`src/rtl/i2c_globals_pkg.sv`:
```
// Shared widths, bus direction and receive-FSM types for the I2C target path.
package i2c_globals_pkg;
  localparam int SLAVE_ADDRESS_WIDTH    = 7;
  localparam int REGISTER_ADDRESS_WIDTH = 8;
  localparam int DATA_WIDTH             = 8;
  localparam int MAXIMUM_BYTES          = 128;
  localparam int FRAME_WIDTH            = 8;
  localparam int BYTE_INDEX_WIDTH       = $clog2(MAXIMUM_BYTES);
  localparam int TXN_BYTES_WIDTH        = BYTE_INDEX_WIDTH + 1;

  typedef enum logic {
    WRITE = 1'b0,
    READ  = 1'b1
  } read_write_e;

  typedef enum logic [2:0] {
    IDLE,
    ADDR,
    ADDR_ACK,
    REG,
    REG_ACK,
    DATA,
    DATA_ACK,
    IGNORE
  } i2c_target_rx_state_e;

  typedef struct packed {
    logic [REGISTER_ADDRESS_WIDTH-1:0] register_address;
    logic [DATA_WIDTH-1:0]             data;
  } i2c_reg_write_t;

  function automatic logic addr_hit(
    input logic [FRAME_WIDTH-1:0]         frame,
    input logic [SLAVE_ADDRESS_WIDTH-1:0] own
  );
    return (frame[FRAME_WIDTH-1:1] == own) &&
           (read_write_e'(frame[0]) == WRITE);
  endfunction
endpackage

```
`src/rtl/i2c_bus_event_detect.sv`:
```
// SCL/SDA synchroniser plus START/STOP and SCL edge pulse generation.
module i2c_bus_event_detect (
  input  logic pclk,
  input  logic areset,
  input  logic scl_i,
  input  logic sda_i,
  output logic sda_s,
  output logic start_det,
  output logic stop_det,
  output logic scl_rise,
  output logic scl_fall
);
  logic [1:0] scl_sync_q, scl_sync_d;
  logic [1:0] sda_sync_q, sda_sync_d;
  logic       scl_prev_q, scl_prev_d;
  logic       sda_prev_q, sda_prev_d;
  logic       scl_s;

  always_comb begin
    scl_sync_d = {scl_sync_q[0], scl_i};
    sda_sync_d = {sda_sync_q[0], sda_i};
    scl_prev_d = scl_sync_q[1];
    sda_prev_d = sda_sync_q[1];
  end

  // Idle bus level is high, so reset to 1 to avoid phantom edges.
  always_ff @(posedge pclk) begin
    if (areset) begin
      scl_sync_q <= 2'b11;
      sda_sync_q <= 2'b11;
      scl_prev_q <= 1'b1;
      sda_prev_q <= 1'b1;
    end else begin
      scl_sync_q <= scl_sync_d;
      sda_sync_q <= sda_sync_d;
      scl_prev_q <= scl_prev_d;
      sda_prev_q <= sda_prev_d;
    end
  end

  assign scl_s     = scl_sync_q[1];
  assign sda_s     = sda_sync_q[1];
  assign scl_rise  = scl_s & ~scl_prev_q;
  assign scl_fall  = ~scl_s & scl_prev_q;
  assign start_det = scl_s & scl_prev_q & sda_prev_q & ~sda_s;
  assign stop_det  = scl_s & scl_prev_q & ~sda_prev_q & sda_s;
endmodule

```
`src/rtl/i2c_target_write_rx.sv`:
```
// I2C target write receiver: address match, register byte, streamed data.
// Define I2C_TARGET_CLK_STRETCH_EN to stretch SCL instead of dropping bytes.
module i2c_target_write_rx
  import i2c_globals_pkg::*;
(
  input  logic                              pclk,
  input  logic                              areset,
  input  logic                              scl_i,
  input  logic                              sda_i,
  output logic                              sda_oe,
  output logic                              scl_oe,
  input  logic [SLAVE_ADDRESS_WIDTH-1:0]    own_addr,
  output logic [REGISTER_ADDRESS_WIDTH-1:0] reg_addr,
  output logic                              reg_addr_valid,
  output logic [DATA_WIDTH-1:0]             data,
  output logic                              data_valid,
  input  logic                              data_ready,
  output logic [BYTE_INDEX_WIDTH-1:0]       byte_index,
  output logic                              txn_done,
  output logic [TXN_BYTES_WIDTH-1:0]        txn_bytes,
  output logic                              overflow_err
);
  logic sda_s, start_det, stop_det, scl_rise, scl_fall;

  i2c_target_rx_state_e state_q, state_d;
  logic [2:0]                  bit_cnt_q, bit_cnt_d;
  logic [FRAME_WIDTH-1:0]      shift_q, shift_d;
  logic                        sda_oe_q, sda_oe_d;
  logic                        scl_oe_q, scl_oe_d;
  logic                        stretch_q, stretch_d;
  logic [TXN_BYTES_WIDTH-1:0]  count_q, count_d;
  logic                        reg_seen_q, reg_seen_d;
  i2c_reg_write_t              xfer_q, xfer_d;
  logic                        reg_addr_valid_q, reg_addr_valid_d;
  logic                        data_valid_q, data_valid_d;
  logic [BYTE_INDEX_WIDTH-1:0] byte_index_q, byte_index_d;
  logic                        txn_done_q, txn_done_d;
  logic [TXN_BYTES_WIDTH-1:0]  txn_bytes_q, txn_bytes_d;
  logic                        overflow_q, overflow_d;

  logic                   byte_done;
  logic                   slot_free;
  logic                   load_en;
  logic [FRAME_WIDTH-1:0] load_byte;
  logic [FRAME_WIDTH-1:0] new_byte;

  i2c_bus_event_detect u_evt (
    .pclk      (pclk),
    .areset    (areset),
    .scl_i     (scl_i),
    .sda_i     (sda_i),
    .sda_s     (sda_s),
    .start_det (start_det),
    .stop_det  (stop_det),
    .scl_rise  (scl_rise),
    .scl_fall  (scl_fall)
  );

  always_comb begin
    state_d          = state_q;
    bit_cnt_d        = bit_cnt_q;
    shift_d          = shift_q;
    sda_oe_d         = sda_oe_q;
    scl_oe_d         = scl_oe_q;
    stretch_d        = stretch_q;
    count_d          = count_q;
    reg_seen_d       = reg_seen_q;
    xfer_d           = xfer_q;
    reg_addr_valid_d = 1'b0;
    data_valid_d     = data_valid_q & ~data_ready;
    byte_index_d     = byte_index_q;
    txn_done_d       = 1'b0;
    txn_bytes_d      = txn_bytes_q;
    overflow_d       = overflow_q;
    byte_done        = 1'b0;
    load_en          = 1'b0;
    load_byte        = shift_q;
    new_byte         = {shift_q[FRAME_WIDTH-2:0], sda_s};
    slot_free        = ~data_valid_q | data_ready;

    if (scl_rise && (state_q inside {ADDR, REG, DATA})) begin
      shift_d   = new_byte;
      bit_cnt_d = bit_cnt_q + 3'd1;
      byte_done = (bit_cnt_q == 3'd7);
    end

    unique case (state_q)
      IDLE: ;
      ADDR: begin
        if (byte_done)
          state_d = addr_hit(new_byte, own_addr) ? ADDR_ACK : IGNORE;
      end
      REG: begin
        if (byte_done) begin
          xfer_d.register_address = new_byte;
          reg_addr_valid_d        = 1'b1;
          reg_seen_d              = 1'b1;
          state_d                 = REG_ACK;
        end
      end
      DATA: begin
        if (byte_done) begin
          if (count_q == TXN_BYTES_WIDTH'(MAXIMUM_BYTES)) begin
            state_d = IGNORE;
          end else if (slot_free) begin
            load_en   = 1'b1;
            load_byte = new_byte;
            state_d   = DATA_ACK;
          end else begin
`ifdef I2C_TARGET_CLK_STRETCH_EN
            stretch_d = 1'b1;
            state_d   = DATA_ACK;
`else
            overflow_d = 1'b1;
            state_d    = IGNORE;
`endif
          end
        end
      end
      ADDR_ACK, REG_ACK, DATA_ACK: begin
        // A held byte waits in shift_q; SCL is held once the bus falls.
        if (stretch_q) begin
          if (slot_free) begin
            load_en   = 1'b1;
            stretch_d = 1'b0;
            if (scl_oe_q || scl_fall) begin
              scl_oe_d = 1'b0;
              sda_oe_d = 1'b1;
            end
          end else if (scl_fall) begin
            scl_oe_d = 1'b1;
          end
        end else if (scl_fall) begin
          if (!sda_oe_q) begin
            sda_oe_d = 1'b1;
          end else begin
            sda_oe_d  = 1'b0;
            bit_cnt_d = 3'd0;
            state_d   = (state_q == ADDR_ACK) ? REG : DATA;
          end
        end
      end
      IGNORE: sda_oe_d = 1'b0;
      default: state_d = IDLE;
    endcase

    if (load_en) begin
      xfer_d.data  = load_byte;
      data_valid_d = 1'b1;
      byte_index_d = count_q[BYTE_INDEX_WIDTH-1:0];
      count_d      = count_q + TXN_BYTES_WIDTH'(1);
    end

    if (start_det) begin
      state_d    = ADDR;
      bit_cnt_d  = 3'd0;
      overflow_d = 1'b0;
      count_d    = '0;
      reg_seen_d = 1'b0;
      sda_oe_d   = 1'b0;
      scl_oe_d   = 1'b0;
      stretch_d  = 1'b0;
    end else if (stop_det) begin
      state_d    = IDLE;
      sda_oe_d   = 1'b0;
      scl_oe_d   = 1'b0;
      stretch_d  = 1'b0;
      reg_seen_d = 1'b0;
      if (reg_seen_q) begin
        txn_done_d  = 1'b1;
        txn_bytes_d = count_q;
      end
    end
  end

  always_ff @(posedge pclk) begin
    if (areset) begin
      state_q          <= IDLE;
      bit_cnt_q        <= 3'd0;
      shift_q          <= '0;
      sda_oe_q         <= 1'b0;
      scl_oe_q         <= 1'b0;
      stretch_q        <= 1'b0;
      count_q          <= '0;
      reg_seen_q       <= 1'b0;
      xfer_q           <= '0;
      reg_addr_valid_q <= 1'b0;
      data_valid_q     <= 1'b0;
      byte_index_q     <= '0;
      txn_done_q       <= 1'b0;
      txn_bytes_q      <= '0;
      overflow_q       <= 1'b0;
    end else begin
      state_q          <= state_d;
      bit_cnt_q        <= bit_cnt_d;
      shift_q          <= shift_d;
      sda_oe_q         <= sda_oe_d;
      scl_oe_q         <= scl_oe_d;
      stretch_q        <= stretch_d;
      count_q          <= count_d;
      reg_seen_q       <= reg_seen_d;
      xfer_q           <= xfer_d;
      reg_addr_valid_q <= reg_addr_valid_d;
      data_valid_q     <= data_valid_d;
      byte_index_q     <= byte_index_d;
      txn_done_q       <= txn_done_d;
      txn_bytes_q      <= txn_bytes_d;
      overflow_q       <= overflow_d;
    end
  end

  assign sda_oe         = sda_oe_q;
  assign scl_oe         = scl_oe_q;
  assign reg_addr       = xfer_q.register_address;
  assign reg_addr_valid = reg_addr_valid_q;
  assign data           = xfer_q.data;
  assign data_valid     = data_valid_q;
  assign byte_index     = byte_index_q;
  assign txn_done       = txn_done_q;
  assign txn_bytes      = txn_bytes_q;
  assign overflow_err   = overflow_q;
endmodule

```
`config.mk`:
```
export PLATFORM = sky130hd
export DESIGN_NAME = i2c_target_write_rx
export DESIGN_NICKNAME = d
export VERILOG_FILES = /design/src/rtl/i2c_globals_pkg.sv /design/src/rtl/i2c_bus_event_detect.sv /design/src/rtl/i2c_target_write_rx.sv
export SDC_FILE = /design/constraint.sdc
export NUM_CORES = 1
export LEC_CHECK = 0
export CAP_MARGIN = 15
export CORE_MARGIN = 3
export CORE_UTILIZATION = 35
export DETAILED_ROUTE_END_ITERATION = 10
export PLACE_DENSITY = 0.66
export RECOVER_POWER = 50
export SYNTH_ARGS = -nofsm -noshare
export SYNTH_HDL_FRONTEND = slang
export SYNTH_SLANG_ARGS = --single-unit
```
`constraint.sdc`:
```
create_clock -name pclk -period 1.8 [get_ports pclk]
set_clock_uncertainty 0.15 [all_clocks]
set_input_delay 0.36 -clock pclk [delete_from_list [all_inputs] [get_ports pclk]]
set_output_delay 0.36 -clock pclk [all_outputs]
set_load 0.02 [all_outputs]
```
==> results by group, run 1 <==
Clock tree
  – TritonCTS buffer count: 9
  – CTS tree: built
  – Clock Tree Root: clkbuf_8
  – Clock transition at path regs: 0.07 ns
  – Clk sinks: 67
  – Hold Buf Count CTS: 0
  – Bufs on Longest Clock Path: 2
  – H-tree Lvls: 3
  – Clk Latency, worst-skew pair: 0.34 ns

Global routing
  – Vias in the first global route: 2428
  – Initial antenna violation count: 0
  – Total congestion overflow: 0
  – Gr usage total: 16.4%
  – First-pass GRT wire length: 11900 µm
  – Largest net degree at the start of global routing: 18

Critical path
  – Setup crit end kind: register
  – Most frequent CP cell: buf_12
  – CP Class: register to register
  – Nature of the critical path startpoint: register
  – Crit-path slowest cell: dfxtp_2
  – Worst r2r path cells: 8
  – Max stage delay on crit path: 0.33 ns
  – Crit-path cells: nor3_2 -> buf_4 -> a41oi_4 -> a31oi_4 -> buf_12 -> buf_12 -> mux2i_2 -> nor2_1
  – Crit path arrival time: 1.96 ns
  – CP Max Fanout: 7
  – Req. time, crit path: 1.88 ns

Detailed routing
  – Post-route ant nets: 0
  – Vias/cell: 4.97
  – Initial DRC count: 112
  – DRC Markers: 0
  – DR WL/cell: 14.4 µm
  – DR pass1 iterations: 4
  – DRT Wirelength: 7160 µm
  – Via count: 2480

Layout
  – Antenna diode count: 0
  – Layout filler cell count: 751
  – Commonest non-fill, non-tap cells in the layout: dfxtp_1, nor2_1, buf_4
  – Synth-to-Final Area Change: 40.9%
  – Nets: 408
  – Commonest non-fill, non-tap cell in the layout: dfxtp_1
  – Ratio of cells with drive above 1 in the final layout: 27.0%

Timing
  – Tcrit/Tclk final: 104%
  – Fin. max-slew vios: 0
  – Normalized max-slew margin: 79.0%
  – Unrepaired setup endpoints after global routing: true
  – Final Worst Setup Slack: -0.0787 ns
  – Worst-Margin Slew: 0.315 ns
  – Setup TNS: -0.411 ns
  – Max frequency: 532 MHz
  – Final setup fails: 12
  – Min cycle time layout: 1.88 ns
  – Final hold vios: 0

Die
  – Die width: 96.5 µm
  – I/O pin total: 49
  – Chip height: 96.5 µm
  – Die area: 9320 µm²
  – Initial core utilization: 36.6%
  – Row count: 32
  – Core area: 7850 µm²

Power
  – Pleak: 1.87 nW
  – Worst IR Drop VDD: 0.458 mV
  – P per Cell Area: 687 nW/µm²

Logic synthesis
  – YS warnings: 0
  – Mapped Area: 2870 µm²
  – Register area share after synthesis: 46.8%
  – Cell variety after synth: 45
  – Async SR Flop Fraction: 0%
  – Syn Nets: 315
  – Top_reg_cell synth: dfxtp_1
  – Mapped Cells: 299
  – Number of synthesized flops with an enable pin: 0
  – #FFs+latches synth: 67
  – Mapped Avg Cell Area: 9.60 µm²

Flow run
  – Max Cap Viol: 0

Worst hold path
  – Hold depth: 2
  – Hold Path Class: input pin to register

Placement
  – Input/output buffers: 48
  – Setup WS pre-CTS: -0.375 ns
  – GPL Wtd Cong: 0.788
  – Dpl hpwl: 4790 µm

Status
  – Outcome: finished, violations left
  – Violated checks: setup timing
-- sequential cells by signal, summed over array words and instances, names as in the netlist, 3 cells and up --
name and cells:
count_q 8, data 8, reg_addr 8, shift_q 8
txn_bytes 8, byte_index 7, bit_cnt_q 3, state_q 3
-- cell type report --
type,count,area (µm²),share of cell area (%)
clock buffer,13,159,3.93
sequential,67,1350,33.4
multi-input combinational,208,1500,37.0
timing repair buffer,101,866,21.4
inverter,5,18.8,0.464
tap,102,128,3.16
clock inverter,3,22.5,0.557
-- cells by family after synthesis --
kind of cell	share of synthesized area, %
AND/OR/NAND/NOR	18.7
flip-flops	46.8
multiplexers	14.3
AO/OA/AOI/OAI	10.9
XOR/XNOR	2.75
buffers and inverters	4.88
adder cells (fa/ha/maj)	1.74
-- repair_timing --
| action | in CTS | in global routing |
|---|---|---|
| gates cloned | 0 | 1 |
| resized for setup | 51 | 22 |
| endpoints found under the hold margin | 0 | 0 |
| pin swaps | 14 | 3 |
| setup buffers | 8 | 0 |
| setup endpoints to repair | 60 | 45 |
-- through the flow --
| step | total power, mW | utilization, % | instance area [µm²] | std cells | hold slack [ns] |
|---|---|---|---|---|---|
| 2_1_floorplan | 1.61 | - | 2880 | 299 | 0.239 |
| 3_3_place_gp | 1.66 | 47.5 | 3730 | 474 | 0.243 |
| 3_5_place_dp | 1.67 | 47.5 | 3730 | 474 | 0.242 |
| 4_1_cts | 2.80 | 51.0 | 4000 | 498 | 0.140 |
| 5_1_grt | 2.89 | 51.5 | 4040 | 499 | 0.154 |
| 6_report | 2.78 | 51.5 | 4040 | 499 | 0.151 |
-- synth_stat cells, types with 2 or more instances --
| master | count | area [µm²] |
|---|---|---|
| dfxtp_1 | 67 | 1340 |
| or3_1 | 5 | 31.3 |
| nor2_1 | 54 | 203 |
| a31oi_1 | 2 | 12.5 |
| mux2i_1 | 41 | 410 |
| nor2b_1 | 2 | 12.5 |
| nor4_1 | 3 | 18.8 |
| xor2_1 | 4 | 35.0 |
| o21ai_0 | 10 | 50.1 |
| o22ai_1 | 2 | 12.5 |
| clkbuf_1 | 9 | 33.8 |
| a21o_1 | 2 | 15.0 |
| buf_6 | 2 | 22.5 |
| nand2b_1 | 2 | 12.5 |
| xnor2_1 | 5 | 43.8 |
| nand2_1 | 9 | 33.8 |
| buf_2 | 3 | 15.0 |
| nand3_1 | 6 | 30.0 |
| and3_1 | 2 | 12.5 |
| ha_1 | 4 | 50.1 |
| or2_2 | 7 | 43.8 |
| buf_8 | 2 | 30.0 |
| nand4_1 | 3 | 18.8 |
| nor3_1 | 8 | 40.0 |
| a21oi_1 | 14 | 70.1 |
| a211oi_1 | 7 | 52.6 |
| buf_4 | 2 | 15.0 |
| inv_1 | 5 | 18.8 |
-- path summary, 6_finish.rpt --
kind | start | endpoint | slack (ns)
min | areset | reg_addr[0]$_SDFFE_PP0P_ | 0.15
max | count_q[6]$_SDFFE_PP0P_ | byte_index[3]$_SDFFE_PP0P_ | -0.08
max reg2reg | count_q[6]$_SDFFE_PP0P_ | byte_index[3]$_SDFFE_PP0P_ | -0.08
min reg2reg | u_evt.scl_sync_q[0]$_SDFF_PP1_ | u_evt.scl_sync_q[1]$_SDFF_PP1_ | 0.26
-- report_power, final --
| group | switching (mW) | internal (mW) |
|---|---|---|
| registers | 0.0101 | 1.49 |
| logic | 0.0679 | 0.0675 |
| clock network | 0.565 | 0.576 |
-- layer usage --
metal  vias up  global-route usage (%)  part of all wire (%)  wire, µm
met1      1208                    21.5                    47      3360
met4         0                    4.21                  0.82        59
li1       1216                       -                     -         -
met2        51                    26.1                    47      3360
met5         -                       0                     0         0
met3         5                    5.42                   5.4       385
-- critical path, delay by kind of cell (launching register included) --
family	cells	cell delay, ns
buffers and inverters	3	0.41
muxes	1	0.20
DFF	1	0.33
AOI/OAI and AO/OA	2	0.45
and+or+nand+nor	2	0.23
Power figures use the tool's default switching activity.
==> run 2: changes to the inputs <==
Settings changed: ABC_AREA from default to 1, CTS_BUF_LIST from default to sky130_fd_sc_hd__clkbuf_8, CTS_CLUSTER_SIZE from default to 10.
==> run 2 against run 1 <==
Against the previous run: the run now ends clean; core utilization down 3.5 points; area after synthesis down 0.35%; cell area down 6.7%; combinational power about the same; non-clock buffer count down 33; global-route usage down 0.35 points; cell count up 15%; count of clock-buffer cells in the layout down 4; synthesized cell count up 34%; critical path depth up 2; sequential share of layout area up 2.4 points; clock power up 14%; largest cell class is now flip-flops and latches; highest routed layer unchanged.
==> results by group, run 2 <==
Logic synthesis
  – Largest area contributor in the netlist: dfxtp_1
  – Main combinational cell family by area after synthesis: simple AND/OR/NAND/NOR gates
  – Async SR Flop Fraction: 0% (unchanged)
  – Mapped Avg Cell Area: 7.15 µm² (-26%)
  – YS warnings: 0 (unchanged)
  – #FFs+latches synth: 67 (unchanged)
  – Post-synth top area share: 46.9% (+0.16 points)
  – Top cells by area, synth: dfxtp_1, nand2_1, nor2_1
  – Syn Nets: 416 (+32%)
  – Cell variety after synth: 24 (-47%)
  – Synth Area in Compound Gates: 15.1% (+4.2 points)
  – Top_reg_cell synth: dfxtp_1
  – Post-Synth Adder-Cell Area: 1.75% (+0.0061 points)
  – Simple-Gate Fraction of Synth Area: 26.3% (+7.6 points)
  – Number of synthesized flops with an enable pin: 0 (unchanged)
  – Post-synthesis xor/xnor area fraction: 1.23% (-1.5 points)
  – Commonest cells post-synth: nand2_1, dfxtp_1, nor2_1
  – Register area share after synthesis: 46.9% (+0.16 points)
  – Mapped Area: 2860 µm² (-0.35%)
  – Mux cell area share after synthesis: 0% (-14 points)
  – Mapped Cells: 400 (+34%)
  – Top-count cell post-synth: nand2_1

Placement
  – GPL Wtd Cong: 0.833 (+5.7%)
  – Placed Cells: 556 (+17%)
  – Dpl hpwl: 5020 µm (+4.7%)
  – Setup WS pre-CTS: -0.315 ns (+0.0604 ns)
  – Input/output buffers: 48 (unchanged)

Clock tree
  – CTS tree: built
  – Clk Latency, worst-skew pair: 0.35 ns (about the same)
  – Hold Buf Count CTS: 0 (unchanged)
  – Bufs on Longest Clock Path: 2 (unchanged)
  – Clk sinks: 67 (unchanged)
  – Clock Tree Root: clkbuf_8
  – TritonCTS buffer count: 9 (unchanged)
  – H-tree Lvls: 3 (unchanged)
  – Clock transition at path regs: 0.08 ns (about the same)

Detailed routing
  – DR WL/cell: 12.2 µm (-15%)
  – Vias/cell: 4.74 (-4.6%)
  – Post-route ant nets: 0 (unchanged)
  – Routed met3 length: 351 µm (-8.8%)
  – WL met2: 3070 µm (-8.5%)
  – Metal-1 WL: 3430 µm (+1.9%)
  – Via count: 2711 (+9.3%)
  – DR top layer: met4
  – Initial DRC count: 145 (+29%)
  – DR pass1 iterations: 4 (unchanged)
  – DRC Markers: 0 (unchanged)
  – DRT Wirelength: 6960 µm (-2.9%)

Die
  – Core area: 7850 µm² (unchanged)
  – Chip height: 96.4 µm (-0.17%)
  – Die area: 9290 µm² (-0.33%)
  – I/O pin total: 49 (unchanged)
  – Row count: 32 (unchanged)
  – Initial core utilization: 36.4% (-0.13 points)
  – Die width: 96.4 µm (-0.17%)

Critical path
  – CP Max Fanout: 9 (+2)
  – Setup crit end kind: register
  – Crit path arrival time: 1.79 ns (-0.17 ns)
  – Crit-path leading delay family: simple AND/OR/NAND/NOR gates
  – Crit-path cells: inv_2 -> ha_1 -> nand2_1 -> nor3_1 -> nand2_1 -> nand4_4 -> nand2_4 -> buf_6 -> o21ai_0 -> nor2_1
  – Worst path bufs/invs: 2 (-1)
  – CP Class: register to register
  – Req. time, crit path: 1.89 ns (about the same)
  – Nature of the critical path startpoint: register
  – Max stage delay on crit path: 0.33 ns (about the same)
  – Crit-path slowest cell: dfxtp_2
  – Most frequent CP cell: nand2_1

Layout
  – Layout filler cell count: 804 (+7.1%)
  – Final core occ: 48.0% (-3.5 points)
  – Ratio of cells with drive above 1 in the final layout: 12.6% (-14 points)
  – Commonest non-fill, non-tap cell in the layout: nand2_1
  – Non-Filler Instances: 572 (+15%)
  – Multi-input logic area: 1290 µm² (-14%)
  – Antenna diode count: 0 (unchanged)
  – Synth-to-Final Area Change: 31.9%
  – Commonest non-fill, non-tap cells in the layout: nand2_1, nor2_1, dfxtp_1
  – Register Area: 1350 µm² (unchanged)
  – Nets: 481 (+18%)

Global routing
  – Largest net degree at the start of global routing: 29 (+11)
  – First-pass GRT wire length: 11500 µm (-2.8%)
  – Vias in the first global route: 2482 (+2.2%)
  – Gr usage total: 16.1% (-0.35 points)
  – Total congestion overflow: 0 (unchanged)
  – Initial antenna violation count: 0 (unchanged)

Timing
  – Unrepaired setup endpoints after global routing: true
  – Min cycle time layout: 1.70 ns (-0.179 ns)
  – Normalized max-slew margin: 70.3% (-8.7 points)
  – Max frequency: 588 MHz (+11%)
  – Fin. max-slew vios: 0 (unchanged)
  – Final hold vios: 0 (unchanged)
  – Final setup fails: 0 (-12)
  – Setup TNS: 0 ns (+0.411 ns)
  – Final Worst Setup Slack: 0.0999 ns (+0.179 ns)
  – Tcrit/Tclk final: 94.5% (-9.9 points)
  – Worst-Margin Slew: 0.441 ns (+0.127 ns)
  – Min Hold Slack: 0.260 ns (+0.109 ns)

Power
  – Worst IR Drop VDD: 0.464 mV (+1.5%)
  – P_sw: 726 µW (+13%)
  – Seq pwr share: 51.1% (-2.9 points)
  – Switch share: 24.7% (+1.6 points)
  – P per Cell Area: 779 nW/µm² (+13%)
  – Clock power frac: 44.3% (+3.2 points)
  – Pleak: 1.73 nW (-7.4%)
  – Internal power: 2.21 mW (+3.5%)
  – Comb power frac: 4.6% (-0.3 points)

Flow run
  – Max Cap Viol: 0 (unchanged)

Status
  – Outcome: finished, final reports clean

Worst hold path
  – Hold Path Class: register to register
==> run 2: changes by cell type after synthesis, moves of 3 or more <==
cell	before	now
a211oi_1	7	0
nor2_1	54	65
or3_1	5	0
or2_2	7	4
o21ai_0	10	34
xnor2_1	5	0
nand2_1	9	81
nand3_1	6	16
inv_1	5	44
mux2i_1	41	0
a21oi_1	14	48
==> run 2: final cells by class <==
cell class	count	share of cell area [%]
clock buffers	9	3.29
clock inverters	7	2.22
inverters	46	4.71
multi-input cells	273	34.2
flip-flops and latches	67	35.8
well taps	102	3.39
repair buffers	68	16.4
==> run 2: what timing repair did <==
item	4_1_cts	5_1_grt
setup endpoints to repair	41	34
gates resized for setup	38	27
setup buffers	0	0
pin swaps	0	4
==> run 2: per-stage QoR <==
step / power, mW / cell area, µm²
2_1_floorplan: 1.61 / 2860
3_3_place_gp: 1.66 / 3570
3_5_place_dp: 1.67 / 3570
4_1_cts: 2.97 / 3730
5_1_grt: 3.03 / 3770
6_report: 2.94 / 3770
==> run 2: cell families (layout without fill, tap and decap cells) <==
kind of cell               after synthesis  in the layout
AOI/OAI and AO/OA                       85             85
xor gates and xnor gates                 4              4
adders and majority gates                4              4
buffers and inverters                   60            130
DFF                                     67             67
and+or+nand+nor                        180            180
==> run 2: power by group through the flow <==
stage	clock (mW)	combinational, mW	sequential [mW]
2_1_floorplan	0	0.0739	1.53
3_3_place_gp	0	0.130	1.53
3_5_place_dp	0	0.132	1.54
4_1_cts	1.34	0.132	1.50
5_1_grt	1.38	0.151	1.50
6_report	1.30	0.134	1.50
==> run 2: path summary, 6_finish.rpt <==
path	depth (start not counted)	slack (ns)	from	endpoint
setup / recovery	10	0.1	count_q[1]$_SDFFE_PP0P_	data[3]$_SDFFE_PP0P_
hold / removal	1	0.26	u_evt.sda_sync_q[0]$_SDFF_PP1_	u_evt.sda_sync_q[1]$_SDFF_PP1_
setup reg to reg	10	0.1	count_q[1]$_SDFFE_PP0P_	data[3]$_SDFFE_PP0P_
hold reg to reg	1	0.26	u_evt.sda_sync_q[0]$_SDFF_PP1_	u_evt.sda_sync_q[1]$_SDFF_PP1_
==> run 2: per-layer routing <==
layer,global-route usage (%),vias up
met1,21.9,1220
met4,5.37,0
met5,0,-
li1,-,1405
met2,24.4,75
met3,4.65,11
